`src/rtl/addsub_pipelined_16_bit.sv`:
```
// Two-stage pipelined add/subtract unit: stage 1 registers bit propagate/generate,
// stage 2 resolves carries with 4-bit lookahead groups and registers result plus S/Z/CY/OV.
module addsub_pipelined_16_bit #(
    parameter int WIDTH = 16
) (
    input  logic             clk,
    input  logic             reset,
    input  logic             in_valid,
    output logic             in_ready,
    input  logic [1:0]       op,
    input  logic [WIDTH-1:0] a,
    input  logic [WIDTH-1:0] b,
    input  logic             carry_in,
    output logic             out_valid,
    input  logic             out_ready,
    output logic [WIDTH-1:0] result,
    output logic             flag_s,
    output logic             flag_z,
    output logic             flag_cy,
    output logic             flag_ov
);

    localparam int NGRP = WIDTH / 4;

    // Carries out of each bit of one 4-bit group, all in sum-of-products form.
    function automatic logic [3:0] cla4_carries(input logic [3:0] p, input logic [3:0] g,
                                                input logic c0);
        logic [3:0] c;
        c[0] = g[0] | (p[0] & c0);
        c[1] = g[1] | (p[1] & g[0]) | (p[1] & p[0] & c0);
        c[2] = g[2] | (p[2] & g[1]) | (p[2] & p[1] & g[0]) | (p[2] & p[1] & p[0] & c0);
        c[3] = g[3] | (p[3] & g[2]) | (p[3] & p[2] & g[1]) | (p[3] & p[2] & p[1] & g[0])
             | (p[3] & p[2] & p[1] & p[0] & c0);
        return c;
    endfunction

    function automatic logic grp_gen(input logic [3:0] p, input logic [3:0] g);
        return g[3] | (p[3] & g[2]) | (p[3] & p[2] & g[1]) | (p[3] & p[2] & p[1] & g[0]);
    endfunction

    function automatic logic grp_prop(input logic [3:0] p);
        return &p;
    endfunction

    // Carry into every group, each expanded directly from cin and group G/P terms.
    function automatic logic [NGRP-1:0] grp_carries(input logic [NGRP-1:0] gg,
                                                    input logic [NGRP-1:0] gp,
                                                    input logic c0);
        logic [NGRP-1:0] c;
        logic            term;
        logic            acc;
        for (int k = 0; k < NGRP; k++) begin
            acc = c0;
            for (int j = 0; j < k; j++) begin
                acc = acc & gp[j];
            end
            for (int j = 0; j < k; j++) begin
                term = gg[j];
                for (int m = j + 1; m < k; m++) begin
                    term = term & gp[m];
                end
                acc = acc | term;
            end
            c[k] = acc;
        end
        return c;
    endfunction

    logic [WIDTH-1:0] p_q, p_d;
    logic [WIDTH-1:0] g_q, g_d;
    logic             a_msb_q, a_msb_d;
    logic             bx_msb_q, bx_msb_d;
    logic             cin_q, cin_d;
    logic             s1_valid_q, s1_valid_d;

    logic             out_valid_q, out_valid_d;
    logic [WIDTH-1:0] result_q, result_d;
    logic             flag_s_q, flag_s_d;
    logic             flag_z_q, flag_z_d;
    logic             flag_cy_q, flag_cy_d;
    logic             flag_ov_q, flag_ov_d;

    logic [WIDTH-1:0] bx_s;
    logic             cin_s;
    logic             s2_adv_s;
    logic             in_ready_s;
    logic             s1_load_s;
    logic             out_load_s;

    logic [NGRP-1:0]  grp_g_s;
    logic [NGRP-1:0]  grp_p_s;
    logic [NGRP-1:0]  grp_cin_s;
    logic [WIDTH-1:0] c_s;
    logic [WIDTH-1:0] sum_s;
    logic             cy_s;
    logic             ov_s;

    // Handshake: stage 2 advances when the output slot is empty or being drained.
    always_comb begin
        s2_adv_s   = !out_valid_q | out_ready;
        in_ready_s = !s1_valid_q | s2_adv_s;
        s1_load_s  = in_valid & in_ready_s;
        out_load_s = s1_valid_q & s2_adv_s;
    end

    // Operand transform and carry-in selection; ADD forces 0, SUB forces 1.
    always_comb begin
        bx_s = b;
        if (op[1]) begin
            bx_s = ~b;
        end else begin
            bx_s = b;
        end
        cin_s = 1'b0;
        case (op)
            2'b00:   cin_s = 1'b0;
            2'b01:   cin_s = carry_in;
            2'b10:   cin_s = 1'b1;
            2'b11:   cin_s = carry_in;
            default: cin_s = 1'b0;
        endcase
    end

    // Stage 1 next state: capture a new beat, hold a stalled one, or empty out.
    always_comb begin
        p_d        = p_q;
        g_d        = g_q;
        a_msb_d    = a_msb_q;
        bx_msb_d   = bx_msb_q;
        cin_d      = cin_q;
        s1_valid_d = s1_valid_q & !s2_adv_s;
        if (s1_load_s) begin
            p_d        = a ^ bx_s;
            g_d        = a & bx_s;
            a_msb_d    = a[WIDTH-1];
            bx_msb_d   = bx_s[WIDTH-1];
            cin_d      = cin_s;
            s1_valid_d = 1'b1;
        end else begin
            s1_valid_d = s1_valid_q & !s2_adv_s;
        end
    end

    // Stage 2 carry resolution: group G/P, group lookahead, then in-group lookahead.
    always_comb begin
        for (int k = 0; k < NGRP; k++) begin
            grp_g_s[k] = grp_gen(p_q[4*k +: 4], g_q[4*k +: 4]);
            grp_p_s[k] = grp_prop(p_q[4*k +: 4]);
        end
        grp_cin_s = grp_carries(grp_g_s, grp_p_s, cin_q);
        for (int k = 0; k < NGRP; k++) begin
            c_s[4*k +: 4] = cla4_carries(p_q[4*k +: 4], g_q[4*k +: 4], grp_cin_s[k]);
        end
        sum_s = p_q ^ {c_s[WIDTH-2:0], cin_q};
        cy_s  = c_s[WIDTH-1];
        ov_s  = (a_msb_q == bx_msb_q) & (sum_s[WIDTH-1] != a_msb_q);
    end

    // Output register next state: load from stage 1, clear on drain, else hold.
    always_comb begin
        result_d    = result_q;
        flag_s_d    = flag_s_q;
        flag_z_d    = flag_z_q;
        flag_cy_d   = flag_cy_q;
        flag_ov_d   = flag_ov_q;
        out_valid_d = out_valid_q;
        if (out_load_s) begin
            result_d    = sum_s;
            flag_s_d    = sum_s[WIDTH-1];
            flag_z_d    = (sum_s == {WIDTH{1'b0}});
            flag_cy_d   = cy_s;
            flag_ov_d   = ov_s;
            out_valid_d = 1'b1;
        end else if (s2_adv_s) begin
            out_valid_d = 1'b0;
        end else begin
            out_valid_d = out_valid_q;
        end
    end

    // Pipeline state registers with synchronous reset.
    always_ff @(posedge clk) begin
        if (reset) begin
            p_q         <= {WIDTH{1'b0}};
            g_q         <= {WIDTH{1'b0}};
            a_msb_q     <= 1'b0;
            bx_msb_q    <= 1'b0;
            cin_q       <= 1'b0;
            s1_valid_q  <= 1'b0;
            out_valid_q <= 1'b0;
            result_q    <= {WIDTH{1'b0}};
            flag_s_q    <= 1'b0;
            flag_z_q    <= 1'b0;
            flag_cy_q   <= 1'b0;
            flag_ov_q   <= 1'b0;
        end else begin
            p_q         <= p_d;
            g_q         <= g_d;
            a_msb_q     <= a_msb_d;
            bx_msb_q    <= bx_msb_d;
            cin_q       <= cin_d;
            s1_valid_q  <= s1_valid_d;
            out_valid_q <= out_valid_d;
            result_q    <= result_d;
            flag_s_q    <= flag_s_d;
            flag_z_q    <= flag_z_d;
            flag_cy_q   <= flag_cy_d;
            flag_ov_q   <= flag_ov_d;
        end
    end

    assign in_ready  = in_ready_s;
    assign out_valid = out_valid_q;
    assign result    = result_q;
    assign flag_s    = flag_s_q;
    assign flag_z    = flag_z_q;
    assign flag_cy   = flag_cy_q;
    assign flag_ov   = flag_ov_q;

endmodule
```
`config.mk`:
```
export PLATFORM = sky130hd
export DESIGN_NAME = addsub_pipelined_16_bit
export DESIGN_NICKNAME = d
export VERILOG_FILES = /design/src/rtl/addsub_pipelined_16_bit.sv
export SDC_FILE = /design/constraint.sdc
export NUM_CORES = 1
export LEC_CHECK = 0
export BUFFER_PORTS_ARGS = -buffer_cell sky130_fd_sc_hd__clkbuf_2
export CAP_MARGIN = 25
export CELL_PAD_IN_SITES_DETAIL_PLACEMENT = 0
export CELL_PAD_IN_SITES_GLOBAL_PLACEMENT = 1
export CORE_ASPECT_RATIO = 0.8
export CORE_MARGIN = 10
export CORE_UTILIZATION = 35
export CTS_CLUSTER_SIZE = 40
export DETAILED_ROUTE_END_ITERATION = 10
export GPL_TIMING_DRIVEN = 0
export PLACE_DENSITY = 0.85
export SKIP_LAST_GASP = 1
export SYNTH_ARGS = -nofsm -noshare
export SYNTH_HDL_FRONTEND = slang
export SYNTH_SLANG_ARGS = --single-unit
export TNS_END_PERCENT = 20
```
`constraint.sdc`:
```
create_clock -name clk -period 2.5 [get_ports clk]
set_clock_uncertainty 0.05 [all_clocks]
set_input_delay 0.25 -clock clk [delete_from_list [all_inputs] [get_ports clk]]
set_output_delay 0.25 -clock clk [all_outputs]
set_load 0.005 [all_outputs]
```
## Word level (Yosys, flattened, before mapping)

Index checks and enable logic that the tools add are counted.

- Logic and storage cells: 158
- Input bits: 39
- Register bits after elaboration: 57

- Reductions and logical operators: 10
- Bitwise operators: 126
- Mux-type cells: 5
- Equal/unequal tests: 5

Operators by type and width:

| kind | count |
|---|---|
| bitwise AND 1 bit | 74 |
| OR 1 bit | 48 |
| bitwise XOR 16 bit | 2 |
| bitwise AND 16 bit | 1 |
| logical NOT 16 bit | 1 |
| two-way mux 16 bit | 1 |
| inverter 16 bit | 1 |
| AND reduction 4 bit | 3 |
| equality test 2 bit (second input constant) | 2 |
| logical NOT 1 bit | 3 |
| two-way mux 1 bit | 3 |
| one-hot mux 1 bit (3 select lines) | 1 |
| equality test 2 x 1 -> 1 bit (second input constant) | 1 |
| logical NOT 2 bit | 1 |
| nonzero test 2 bit | 1 |
| OR reduction 2 bit | 1 |
| equality test 1 bit | 1 |
| inequality test 1 bit | 1 |

## Longest topological paths before layout

- Depth after elaboration: 14
- Mapped depth: 9
- Gate-level depth less buffers: 9

## Worst setup path before layout

Ideal clock, no wire load.

- Kind: reg2reg
- From: reg p_q[3]
- To: reg flag_z_q, in the netlist flag_z
- Data arrival time: 2478 ps
- Period minus slack after synthesis: 2598 ps
- Buffers on the path: 0
- Required time: 2380 ps
- Setup slack: -98 ps
- Stages on the path, launching flop included: 9
- Setup time: 70 ps
- Path through: dfxtp_1 -> nand3_1 -> o2111ai_1 -> a31oi_2 -> xnor2_1 -> or4b_1 -> or4b_1 -> or4_1 -> a21oi_1

- Word-level cells in the longest chain between the ends: 13
- Elaborated cells on any way between the ends: 47
- Those cells by class: 45 x bitwise; 2 x reduce/logical

Ends and longest elaborated chain:

| element | RTL line | source |
|---|---|---|
| start, declared | 69 | `logic [WIDTH-1:0] p_q, p_d;` |
| start signal, assigned | 184 | `p_q <= {WIDTH{1'b0}};` |
| start signal, assigned | 197 | `p_q <= p_d;` |
| bitwise AND 1 bit, on equally long branches | 32, 38, 33 |  |
| OR 1 bit, or another cell as far along | 32, 38 |  |
| OR 1 bit or bitwise AND 1 bit (tied branches) | 32, 38 |  |
| OR 1 bit | 32, 38 |  |
| bitwise AND 1 bit (2 in series) | 60 | `term = term & gp[m];` |
| OR 1 bit (3 in series) | 62 | `acc = acc \| term;` |
| bitwise AND 1 bit, on equally long branches | 29, 30, 31 |  |
| OR 1 bit, on equally long branches | 29, 30, 31 |  |
| bitwise XOR 16 bit (*) | 154 | `sum_s = p_q ^ {c_s[WIDTH-2:0], cin_q};` |
| logical NOT 16 bit (*) | 170 | `flag_z_d = (sum_s == {WIDTH{1'b0}});` |
| end signal, assigned | 206 | `flag_z_q <= flag_z_d;` |
| end, declared | 79 | `logic flag_z_q, flag_z_d;` |

Every way passes the cells marked *; elsewhere a longest branch is shown, timed or not.
A chain may end at the register's enable or synchronous reset.

## Worst setup path after layout

- From: reg cin_q
- To: reg flag_z_q, in the netlist flag_z

- Word-level cells in the longest chain between the ends: 10
- Elaborated cells on any way between the ends: 41
- Those cells by class: 40 x bitwise; 1 x reduce/logical

Ends and longest elaborated chain:

| element | RTL line | source |
|---|---|---|
| start, declared | 73 | `logic cin_q, cin_d;` |
| start signal, assigned | 201 | `cin_q <= cin_d;` |
| bitwise AND 1 bit (3 in series) | 55 | `acc = acc & gp[j];` |
| OR 1 bit (3 in series) | 62 |  |
| bitwise AND 1 bit, on equally long branches | 29, 30, 31 |  |
| OR 1 bit, on equally long branches | 29, 30, 31 |  |
| bitwise XOR 16 bit (*) | 154 |  |
| logical NOT 16 bit (*) | 170 |  |

Marks and branches as above.

==> impl_results.md <==
- Fill count: 864
- PD cells: 545 mW/mm²
- Mapped Cells: 365
- Initial Util: 0.357
- WP data arrival: 2890 ps
- Hold path depth: 3
- DRT Pass-1 Iters: 4
- Synth Area per Inst: 7.74 µm²
- Via count: 2,596
- Layout cell share with drive strength beyond 1: 0.204
- Hold_sp: in_valid
- Hpwl dp: 5970 µm
- Worst R2R Start: cin_q$_SDFFE_PP0P_
- Syn-to-layout area delta: 22.2%
- Reg area: 0.00114 mm²
- Worst hold path class: input port to flip-flop
- Drt total wl: 7490 µm
- Cell Area, Synth: 0.00282 mm²
- Post-Syn Nets: 421
- Fin. Hold Viols: 0
- Grt ovf: 0
- # nets final: 491
- Clk Latency, worst-skew pair: 310 ps
- Ant diodes: 0
- Failing checks: setup timing
- Critical path class: flip-flop to flip-flop
- Worst setup margin: -206 ps
- TNS Setup: -206 ps
- Ports: 61
- Post-synth EDFFs: 0
- DRT iter0 DRCs: 151
- CTS tree: built
- Maximum vdd drop: 240 µV
- Final design instance area without fill: 0.00345 mm²
- Setup slack, reg-to-reg: -210 ps
- TritonCTS Buffers: 5
- Seq/Total Area, Yosys: 0.397
- Worst-Margin Slew: 644 ps
- Largest net degree at the start of global routing: 17
- Critical Path Fanout Max: 4
- CTS max path bufs: 2
- Multi-input logic area: 0.00166 mm²
- Placed Area: 0.00329 mm²
- Die X: 120 µm
- Maxcap violations: 0
- # hold bufs at CTS: 0
- Rel. slew slack: 0.570
- DRC: 0
- Yosys warnings: 0
- Final period utilization: 1.08
- FF-to-FF path depth: 8
- Outcome: finished with violations
- Final ANT Viol Nets: 0
- Worst-path clk slew: 100 ps
- Final number of setup-violating endpoints: 1
- R2R Path End: flag_z$_SDFFE_PP0P_
- Die area: 0.0121 mm²
- Row count: 29
- Initial antenna violation count: 0
- Vias in the first global route: 2,622
- Setup crit end kind: flip-flop
- Worst hold endpoint: s1_valid_q$_SDFF_PP0_
- Vias per cell: 4.77
- Yosys cell types: 36
- Port Buf Inserts: 58
- Core ar.: 0.00791 mm²
- RSZ-0062 raised after global routing: true
- Leakage: 0.00141 µW
- Crit start category: flip-flop
- H-tree levels: 2
- Number of register bits inferred by synthesis: 56
- First-pass GRT wire length: 12,300 µm
- Post-synth top flop: dfxtp_1
- Total Power: 1880 µW
- RD Place Congestion: 0.824
- Required @ worst endpoint: 2690 ps
- CTS Root Buffer Type: clkbuf_8
- Share of flip-flops with an asynchronous set or reset: 0
- Routed length per placed instance: 13.8 µm
- Final Max Slew Viols: 0
- Height of the die: 100 µm
- Clock Sink Count: 56
- Min cycle time layout: 2710 ps
- Highest clock rate: 0.369 GHz
- Global Route Usage Sum: 0.123
cells in the final DEF (no fill, tap or decap), drive strengths merged:
master | Yosys | final
a2111o | 1 | 1
a211o | 1 | 1
a211oi | 5 | 5
a21o | 1 | 1
a21oi | 62 | 62
a221oi | 1 | 1
a22oi | 1 | 1
a31oi | 4 | 4
and2 | 1 | 1
and3 | 2 | 2
buf | 2 | 7
clkbuf | 19 | 84
dfxtp | 56 | 56
ha | 17 | 17
inv | 3 | 4
mux2i | 2 | 2
nand2 | 106 | 106
nand2b | 3 | 3
nand3 | 5 | 5
nand3b | 2 | 2
nor2 | 20 | 20
nor2b | 2 | 2
nor3 | 8 | 8
o2111ai | 2 | 2
o21ai | 4 | 4
o21bai | 1 | 1
or2 | 1 | 1
or3 | 1 | 1
or4 | 1 | 1
or4b | 2 | 2
xnor2 | 10 | 10
xor2 | 19 | 19
worst max-delay path by stage:
| stage | cells past startpoint | to | from | slack (ps) |
|---|---|---|---|---|
| 2_1_floorplan | 8 | flag_z$_SDFFE_PP0P_ | p_q[0]$_SDFFE_PP0P_ | 3 |
| 3_3_place_gp | 8 | flag_z$_SDFFE_PP0P_ | g_q[1]$_SDFFE_PP0P_ | -230 |
| 3_5_place_dp | 8 | flag_z$_SDFFE_PP0P_ | p_q[0]$_SDFFE_PP0P_ | -260 |
| 4_1_cts | 8 | flag_z$_SDFFE_PP0P_ | p_q[0]$_SDFFE_PP0P_ | -200 |
| 5_1_grt | 8 | flag_z$_SDFFE_PP0P_ | cin_q$_SDFFE_PP0P_ | -310 |
| 6_report | 8 | flag_z$_SDFFE_PP0P_ | cin_q$_SDFFE_PP0P_ | -210 |
layer usage:
metal | vias to the layer above | share of wire | track usage
met5 | - | 0 | 0
met4 | 0 | 0.011 | 0.0380
met3 | 8 | 0.068 | 0.0443
met2 | 67 | 0.41 | 0.185
met1 | 1161 | 0.51 | 0.162
li1 | 1360 | - | -
kinds of logic after synthesis:
group | count (synthesis) | synth area share
flip-flops | 56 | 0.397
XOR/XNOR | 29 | 0.0899
AO/OA/AOI/OAI | 83 | 0.169
buffers and inverters | 24 | 0.0337
multiplexers | 2 | 0.00709
adder cells (fa/ha/maj) | 17 | 0.0753
AND/OR/NAND/NOR | 154 | 0.228
cells in the mapped netlist (2+ instances only):
library cell | instances | area share
xnor2_1 | 10 | 0.031
a21oi_1 | 61 | 0.11
ha_1 | 17 | 0.075
nand2b_1 | 3 | 0.0066
nor2b_1 | 2 | 0.0044
nor2_1 | 20 | 0.027
inv_1 | 3 | 0.0040
nor3_1 | 8 | 0.014
a211oi_1 | 5 | 0.013
xor2_1 | 19 | 0.059
and3_1 | 2 | 0.0044
mux2i_1 | 2 | 0.0071
dfxtp_1 | 56 | 0.40
nand2_1 | 106 | 0.14
nand3_1 | 5 | 0.0089
nand3b_1 | 2 | 0.0053
clkbuf_1 | 19 | 0.025
a31oi_1 | 3 | 0.0066
o21ai_0 | 4 | 0.0071
or4b_1 | 2 | 0.0071
repair_timing:
item | in CTS | in global routing
cloned | 0 | 0
pin swaps | 4 | 2
gates resized for setup | 8 | 1
endpoints found under the hold margin | 0 | 0
setup buffers | 5 | 0
setup endpoints to repair | 1 | 1
worst max-delay path, cell delays in order (launching register included):
cell and delay [ps]:
dfxtp_2 360, a21oi_4 210, o2111ai_4 150, a21oi_2 150, xor2_1 230, or4b_1 460, or4b_1 470, or4_1 430
a21oi_1 130
cell type report:
class                   count  share of cell area
clock inverters             1             0.00181
clock buffers               7              0.0250
well taps                 108              0.0392
plain buffers              21              0.0243
flip-flops and latches     56               0.330
inverters                   3             0.00326
repair buffers             63              0.0950
multi-input cells         285               0.482
where the power goes:
part | internal (µW) | switching, µW
clock network | 227 | 292
registers | 946 | 55.6
logic | 159 | 200
through the flow:
step	utilization	cells	setup slack [ps]	hold slack (ps)
after floorplan	-	365	2.65	317
after global placement	0.416	531	-233	394
after detailed placement	0.416	531	-261	397
after CTS	0.436	544	-197	124
after global routing	0.436	544	-308	131
final	0.436	544	-206	125
Note: power is estimated with default switching activity, not from simulation.
